**src/rtl/alu_seq_pkg.sv**
```systemverilog
// alu_seq_pkg: field width, opcode encodings and FSM state type shared by the
// alu_seq sequencer and its bench.
package alu_seq_pkg;

  localparam int FIELD_W = 163;
  localparam int CNT_W   = 8;

  localparam logic [1:0] OP_ADD = 2'd0;
  localparam logic [1:0] OP_MUL = 2'd1;
  localparam logic [1:0] OP_SQR = 2'd2;
  localparam logic [1:0] OP_ILL = 2'd3;

  typedef enum logic [2:0] {
    ST_IDLE     = 3'd0,
    ST_ADD      = 3'd1,
    ST_MUL_GO   = 3'd2,
    ST_MUL_WAIT = 3'd3,
    ST_SQR      = 3'd4,
    ST_RESP     = 3'd5
  } state_t;

  // A zero repeat count still performs one squaring.
  function automatic logic [CNT_W-1:0] sqr_count(input logic [CNT_W-1:0] cnt);
    return (cnt == '0) ? CNT_W'(1) : cnt;
  endfunction

endpackage

```
**src/rtl/alu_seq.sv**
```systemverilog
// alu_seq: command sequencer for an external GF(2^163) field ALU (ADD, MUL, SQR).
// Define ALU_SEQ_SQR_REPEAT_EN to make SQR repeat cmd_cnt times; otherwise SQR squares once.
module alu_seq
  import alu_seq_pkg::*;
#(
  parameter int DATA_W = FIELD_W
) (
  input  logic              clk,
  input  logic              rst_n,
  input  logic              cmd_valid,
  output logic              cmd_ready,
  input  logic [1:0]        cmd_op,
  input  logic [DATA_W-1:0] cmd_a,
  input  logic [DATA_W-1:0] cmd_b,
  input  logic [CNT_W-1:0]  cmd_cnt,
  output logic              rsp_valid,
  input  logic              rsp_ready,
  output logic [DATA_W-1:0] rsp_y,
  output logic              rsp_err,
  output logic              busy,
  output logic [DATA_W-1:0] alu_a,
  output logic [DATA_W-1:0] alu_b,
  output logic              alu_ss,
  output logic              alu_st,
  output logic              alu_sy,
  output logic              alu_m_start,
  input  logic [DATA_W-1:0] alu_y,
  input  logic              alu_m_done
);

  state_t            state;
  logic [DATA_W-1:0] op_a;
  logic [DATA_W-1:0] op_b;
  logic [1:0]        op_r;
  logic              sqr_last;

`ifdef ALU_SEQ_SQR_REPEAT_EN
  logic [CNT_W-1:0]  cnt_rem;
  assign sqr_last = (cnt_rem == CNT_W'(1));
`else
  logic              unused_cnt;
  assign unused_cnt = ^cmd_cnt;
  assign sqr_last   = 1'b1;
`endif

  assign alu_a   = op_a;
  assign alu_b   = op_b;
  // The error flag rides on the registered opcode so it can only show with a response.
  assign rsp_err = rsp_valid && (op_r == OP_ILL);

  always_ff @(posedge clk) begin
    if (!rst_n) begin
      state       <= ST_IDLE;
      cmd_ready   <= 1'b1;
      rsp_valid   <= 1'b0;
      busy        <= 1'b0;
      alu_ss      <= 1'b0;
      alu_st      <= 1'b0;
      alu_sy      <= 1'b0;
      alu_m_start <= 1'b0;
      rsp_y       <= '0;
      op_a        <= '0;
      op_b        <= '0;
      op_r        <= OP_ADD;
`ifdef ALU_SEQ_SQR_REPEAT_EN
      cnt_rem     <= '0;
`endif
    end else begin
      alu_m_start <= 1'b0;
      case (state)
        ST_IDLE: begin
          if (cmd_valid && cmd_ready) begin
            op_a      <= cmd_a;
            op_b      <= cmd_b;
            op_r      <= cmd_op;
            cmd_ready <= 1'b0;
            busy      <= 1'b1;
`ifdef ALU_SEQ_SQR_REPEAT_EN
            cnt_rem   <= sqr_count(cmd_cnt);
`endif
            case (cmd_op)
              OP_ADD: begin
                state  <= ST_ADD;
                alu_st <= 1'b1;
              end
              OP_MUL: begin
                state       <= ST_MUL_GO;
                alu_m_start <= 1'b1;
              end
              OP_SQR: begin
                state  <= ST_SQR;
                alu_ss <= 1'b1;
                alu_sy <= 1'b1;
              end
              default: begin
                state     <= ST_RESP;
                rsp_y     <= '0;
                rsp_valid <= 1'b1;
              end
            endcase
          end
        end

        ST_ADD: begin
          rsp_y     <= alu_y;
          alu_st    <= 1'b0;
          rsp_valid <= 1'b1;
          state     <= ST_RESP;
        end

        ST_MUL_GO: begin
          state <= ST_MUL_WAIT;
        end

        ST_MUL_WAIT: begin
          if (alu_m_done) begin
            rsp_y     <= alu_y;
            rsp_valid <= 1'b1;
            state     <= ST_RESP;
          end
        end

        // Each cycle feeds the square back into operand A for the next round.
        ST_SQR: begin
          op_a <= alu_y;
`ifdef ALU_SEQ_SQR_REPEAT_EN
          cnt_rem <= cnt_rem - CNT_W'(1);
`endif
          if (sqr_last) begin
            rsp_y     <= alu_y;
            alu_ss    <= 1'b0;
            alu_sy    <= 1'b0;
            rsp_valid <= 1'b1;
            state     <= ST_RESP;
          end
        end

        ST_RESP: begin
          if (rsp_ready) begin
            rsp_valid <= 1'b0;
            busy      <= 1'b0;
            cmd_ready <= 1'b1;
            state     <= ST_IDLE;
          end
        end

        default: begin
          state     <= ST_IDLE;
          cmd_ready <= 1'b1;
          rsp_valid <= 1'b0;
          busy      <= 1'b0;
          alu_ss    <= 1'b0;
          alu_st    <= 1'b0;
          alu_sy    <= 1'b0;
        end
      endcase
    end
  end

endmodule
```
**config.mk**
```make
export PLATFORM = sky130hd
export DESIGN_NAME = alu_seq
export DESIGN_NICKNAME = d
export VERILOG_FILES = /design/src/rtl/alu_seq_pkg.sv /design/src/rtl/alu_seq.sv
export SDC_FILE = /design/constraint.sdc
export NUM_CORES = 1
export LEC_CHECK = 0
export CORE_AREA = 3 3 390 392
export CTS_BUF_LIST = sky130_fd_sc_hd__clkbuf_16
export DETAILED_ROUTE_END_ITERATION = 10
export DIE_AREA = 0 0 393 395
export DONT_BUFFER_PORTS = 1
export PLACE_DENSITY = 0.35
export SLEW_MARGIN = 30
export SYNTH_ARGS = -nofsm -noshare
export SYNTH_HDL_FRONTEND = slang
export SYNTH_SLANG_ARGS = --single-unit
```
**constraint.sdc**
```tcl
create_clock -name clk -period 1.9 [get_ports clk]
set_input_delay 0.285 -clock clk [delete_from_list [all_inputs] [get_ports clk]]
set_output_delay 0.285 -clock clk [all_outputs]
set_load 0.05 [all_outputs]
```
Word level (Yosys, flattened, before mapping)

Index checks and enable logic that the tools add are counted.

Mux-type cells: 28
Reductions and logical operators: 20
Bitwise operators: 4
Equality and inequality tests: 14

Operators with widths:

| kind               | number |
|---|---|
| $mux 163           | 4 |
| $pmux 163 s3       | 1 |
| $pmux 163 s2       | 1 |
| $pmux 3 s5         | 1 |
| $reduce_and 3->1   | 5 |
| $mux 1             | 12 |
| $reduce_or 4->1    | 3 |
| $mux 3             | 3 |
| $pmux 3 s3         | 1 |
| $ne 2x2->1 const B | 4 |
| $eq 3x2->1 const B | 2 |
| $eq 3x3->1 const B | 2 |
| $pmux 1 s3         | 2 |
| $pmux 1 s5         | 1 |
| $reduce_and 5->1   | 1 |
| $eq 2x2->1 const B | 2 |
| $ne 2x1->1 const B | 2 |
| $not 1->1          | 4 |
| $pmux 1 s2         | 2 |
| $reduce_and 2->1   | 2 |
| $reduce_and 4->1   | 1 |
| $eq 3x1->1 const B | 1 |
| $logic_not 3->1    | 1 |
| $reduce_bool 3->1  | 1 |
| other kinds (6)    | 7 |

Input port bits: 504
Logic and storage cells: 77
Output and inout port bits: 497
Register bits: 500

Logic depth before layout (Yosys ltp)

Depth after elaboration: 5
Depth in mapped cells: 7
Depth with buffers taken out: 5

Least setup slack after synthesis

OpenSTA, ideal clock, no wires.

Path kind: register -> register
Start: register cmd_ready
End: register op_a[140], in the netlist alu_a[140]
Setup slack: -20 ps
Period minus slack after synthesis: 1920 ps
Path buffers: 3
Required time: 1830 ps
Library setup time: 70 ps
Arrival time: 1850 ps
Stages on the path, launching flop included: 7
Path through: dfxtp_1 -> and2_1 -> buf_2 -> clkbuf_1 -> clkbuf_1 -> a32oi_1 -> a21oi_1

Word-level cells in the longest chain between the ends: 3

RTL lines:

| what                       | line           | text |
|---|---|---|
| start: declaration         | alu_seq.sv:11  | `output logic cmd_ready,` |
| start signal: assignment   | alu_seq.sv:54  | `cmd_ready <= 1'b1;` |
| start signal: assignment   | alu_seq.sv:76  | `cmd_ready <= 1'b0;` |
| start signal: assignment   | alu_seq.sv:142 | `cmd_ready <= 1'b1;` |
| $logic_and 1x1->1          | alu_seq.sv:72  | `if (cmd_valid && cmd_ready) begin` |
| $ne 2x2->1 (no line)       | n/a            |  |
| $reduce_and 2->1 (no line) | n/a            |  |
| end signal: assignment     | alu_seq.sv:73  | `op_a <= cmd_a;` |
| end signal: assignment     | alu_seq.sv:125 | `op_a <= alu_y;` |
| end: declaration           | alu_seq.sv:32  | `logic [DATA_W-1:0] op_a;` |

No other way between the ends.
A chain may end at the register's enable or synchronous reset.

Worst setup path after layout

Start: register state[0]
End: register rsp_y[51]

Word-level cells in the longest chain between the ends: 4
Elaborated cells on any way between the ends: 11
Classes of those cells: eq/ne: 6; mux: 1; reduce/logical: 4

RTL lines:

| what                                            | line           | text |
|---|---|---|
| start: declaration                              | alu_seq.sv:31  | `state_t state;` |
| start signal: assignment                        | alu_seq.sv:53  | `state <= ST_IDLE;` |
| start signal: assignment                        | alu_seq.sv:83  | `state <= ST_ADD;` |
| start signal: assignment                        | alu_seq.sv:87  | `state <= ST_MUL_GO;` |
| $eq 3x3->1 / $eq 3x1->1 (equally long branches) | alu_seq.sv:70  | `case (state)` |
| $reduce_or 2->1 (no line)                       | n/a            |  |
| $reduce_bool 3->1 (no line)                     | n/a            |  |
| $reduce_and 4->1 (no line)                      | n/a            |  |
| end signal: assignment                          | alu_seq.sv:105 | `rsp_y <= alu_y;` |
| end signal: assignment                          | alu_seq.sv:117 | `rsp_y <= alu_y;` |
| end signal: assignment                          | alu_seq.sv:130 | `rsp_y <= alu_y;` |
| end: declaration                                | alu_seq.sv:18  | `output logic [DATA_W-1:0] rsp_y,` |

Several ways; a longest one is shown, not always the timed one.

==> metrics <==
Routed Wire Length 116400 um; Horiz. Die Dim 393 um; clk buf depth 3; Finished Layout Cells 4938; CTS buffer count 68; Clk Latency, worst-skew pair 640 ps; htree depth 3; sequential fraction of the synthesis area 48.55%; Setup-failing EPs final 0; CTS tree built; post-synth top area share 48.55%; PortBufs 0; Max VDD drop 0.8037 mV; GR Util All Layers 14.04%; Leakage 0.01093 uW; num ports 1001; dpl hpwl 82490 um; wire per inst 23.58 um; Register-to-Register Path Depth 6; iteration-0 DRC count of the detailed router 1385; drt pass-1 iters 7; overall power 58170 uW; crit path DAT 2370 ps; Final #Nets 3451; largest net degree at the start of global routing 332; global route total overflow 0; Place WS -20.18 ps; hold path depth 2; RSZ-0062 raised after global routing false; Distinct cells, synth 39; Final min period 1815 ps; Worst Max-Slew Pin Slew 699.9 ps; status finished clean; Fillers 16391; Via Count 22013; Synth Register Bits 500; die boundary height 395 um; DIE AREA 0.1552 sq mm; startpoint types flip-flop; register share of total power 42.1%; clk slew on worst S/H paths 50 ps; Worst Slack Setup Final 85.35 ps; Yosys warning count 0; Clk pwr share 21.5%; PD cells 1786 mW/mm^2; CTS root buf clkbuf_16; Setup Skew 23.99 ps; cell area after synthesis 0.02062 sq mm; Area Overhead vs Synth 57.95%; Row Count 142; CTS sink cnt 500; switching power 29420 uW; crit-path max FO 18; layout cells sized above 1 9.726%; kind of critical path flip-flop to flip-flop; crit path capture type flip-flop; Post-Synthesis Cells 2325; Avg Cell Area, Syn 8.868 sq um; Hold/Removal Path Class input pin to flip-flop; vias in the first global route 22154; syn nets 2834; Yosys top cell by area dfxtp_1; combinational share of power 36.3%; WHS 30.18 ps; Max Cap Viol 0; fin. max-slew vios 0; Final ANT Viol Nets 0; first-pass GRT wire length 162000 um; final-report hold violation count 0; Internal Dissipation 28750 uW; initial antenna violation count 15; core box area 0.1492 sq mm; Slew Limit Headroom 53.28%; GPL Wtd Cong 0.8323; Peak Freq 551.1 MHz; Final Cycle Share 95.51%; initial core utilization 13.81%; Sw Share 50.58%; placed insts 4159; worst path required time 2450 ps; Vias/cell 4.458; DRC Markers 0; top cells by area, synth dfxtp_1, a21oi_1, o21ai_0
## critical path: stages, from the launching register on
cell     delay, ps
dfxtp_1        300
buf_4          160
nor3_4         250
a221o_4        250
buf_12         190
buf_4          270
mux2i_1        230
## layout make-up
| type | instances | area [sq um] | share of cell area [%] |
|---|---|---|---|
| sequential | 500 | 10010 | 30.74 |
| multi-input combinational | 1526 | 9447 | 29.01 |
| timing repair buffer | 841 | 8514 | 26.15 |
| tap | 1944 | 2432 | 7.469 |
| clock buffer | 72 | 1802 | 5.533 |
| clock inverter | 48 | 326.6 | 1.003 |
| inverter | 5 | 26.28 | 0.08069 |
| antenna | 2 | 5.005 | 0.01537 |
## per-stage QoR
| stage | TNS [ps] | cell area [sq um] | util (%) |
|---|---|---|---|
| global route | 0 | 32560 | 21.82 |
| finish | 0 | 32570 | 21.82 |
| global placement | -343.3 | 23820 | 15.96 |
| detailed placement | -32.22 | 23820 | 15.96 |
| floorplan | 0 | 20620 | - |
| CTS | 0 | 32500 | 21.78 |
## flip-flops by register name (all words and copies together) (netlist names)
name	flops
state	3
rsp_valid	1
cmd_ready	1
alu_a	163
rsp_y	163
alu_b	163
alu_m_start	1
alu_sy	1
op_r	2
busy	1
alu_st	1
## power by group through the flow
| stage | Clock (uW) | Combinational, uW | Sequential (uW) |
|---|---|---|---|
| after global placement | 0 | 19400 | 24800 |
| after floorplan | 0 | 11000 | 24200 |
| final | 12500 | 21100 | 24500 |
| after global routing | 13400 | 22800 | 24700 |
| after CTS | 13000 | 21100 | 24500 |
| after detailed placement | 0 | 19300 | 24700 |
## cell usage in the layout (no fill, tap or decap), types with 139 or more instances in the layout
| cell | synthesis | final |
|---|---|---|
| a32oi_1 | 163 | 163 |
| buf_4 | 9 | 139 |
| dlygate4sd3_1 | 0 | 653 |
| dfxtp_1 | 500 | 498 |
| a21oi_1 | 332 | 332 |
| nand3_1 | 168 | 168 |
| o21ai_0 | 332 | 331 |
| o211ai_1 | 164 | 164 |
| nand2_1 | 165 | 164 |
| mux2i_1 | 164 | 164 |
## cells by family (layout without fill, tap and decap cells)
| logic type | Yosys count | in the layout | share of synthesized area [%] |
|---|---|---|---|
| other | 0 | 2 | 0 |
| AO/OA/AOI/OAI | 1005 | 1005 | 29.57 |
| AND/OR/NAND/NOR | 352 | 352 | 7.713 |
| multiplexers | 164 | 164 | 7.962 |
| adder cells (fa/ha/maj) | 5 | 5 | 0.3034 |
| buffers and inverters | 299 | 966 | 5.899 |
| flip-flops | 500 | 500 | 48.55 |
## path summary, 6_finish.rpt
kind                            startpoint   endpoint  slack [ps]
worst min register to register   alu_a[25]  alu_a[25]         470
worst min-delay path             cmd_a[17]  alu_a[17]          30
worst max register to register    state[0]  rsp_y[51]          90
worst max-delay path              state[0]  rsp_y[51]          90
## what timing repair did
action	4_1_cts	5_1_grt
gates resized for setup	2	6
gates cloned	0	1
hold buffers	654	1
endpoints found under the setup margin	5	5
pin swaps	0	1
endpoints found under the hold margin	499	64
buffers inserted	0	1
## Yosys cell counts
master,number
and3_1,2
nor3b_1,1
buf_4,9
nand3_1,168
clkbuf_1,227
nand4b_1,1
a21oi_1,332
a221o_1,2
inv_1,4
o22ai_1,1
nand2_1,165
nor3_4,1
a221oi_1,2
o31a_1,1
o21a_1,1
a21bo_2,1
a32oi_1,163
a21boi_0,2
and4b_1,1
dfxtp_1,500
and3b_1,1
a211oi_1,1
o211ai_1,164
ha_1,5
nor2b_1,2
a31oi_1,1
inv_2,1
buf_2,48
o21ai_0,332
a21oi_2,1
or2_2,1
nor3_1,1
nor2_1,3
or3_1,2
nand2b_1,2
mux2i_1,164
and2_1,1
a21o_1,1
buf_1,10
## per-layer routing
layer	global-route usage, %	vias up	share of wire [%]
li1	-	9926	-
met1	16.44	10912	39
met2	23.87	956	49
met3	3.647	213	7.5
met4	6.398	6	4.2
met5	0	-	0.033
(Power assumes the default switching activity.)
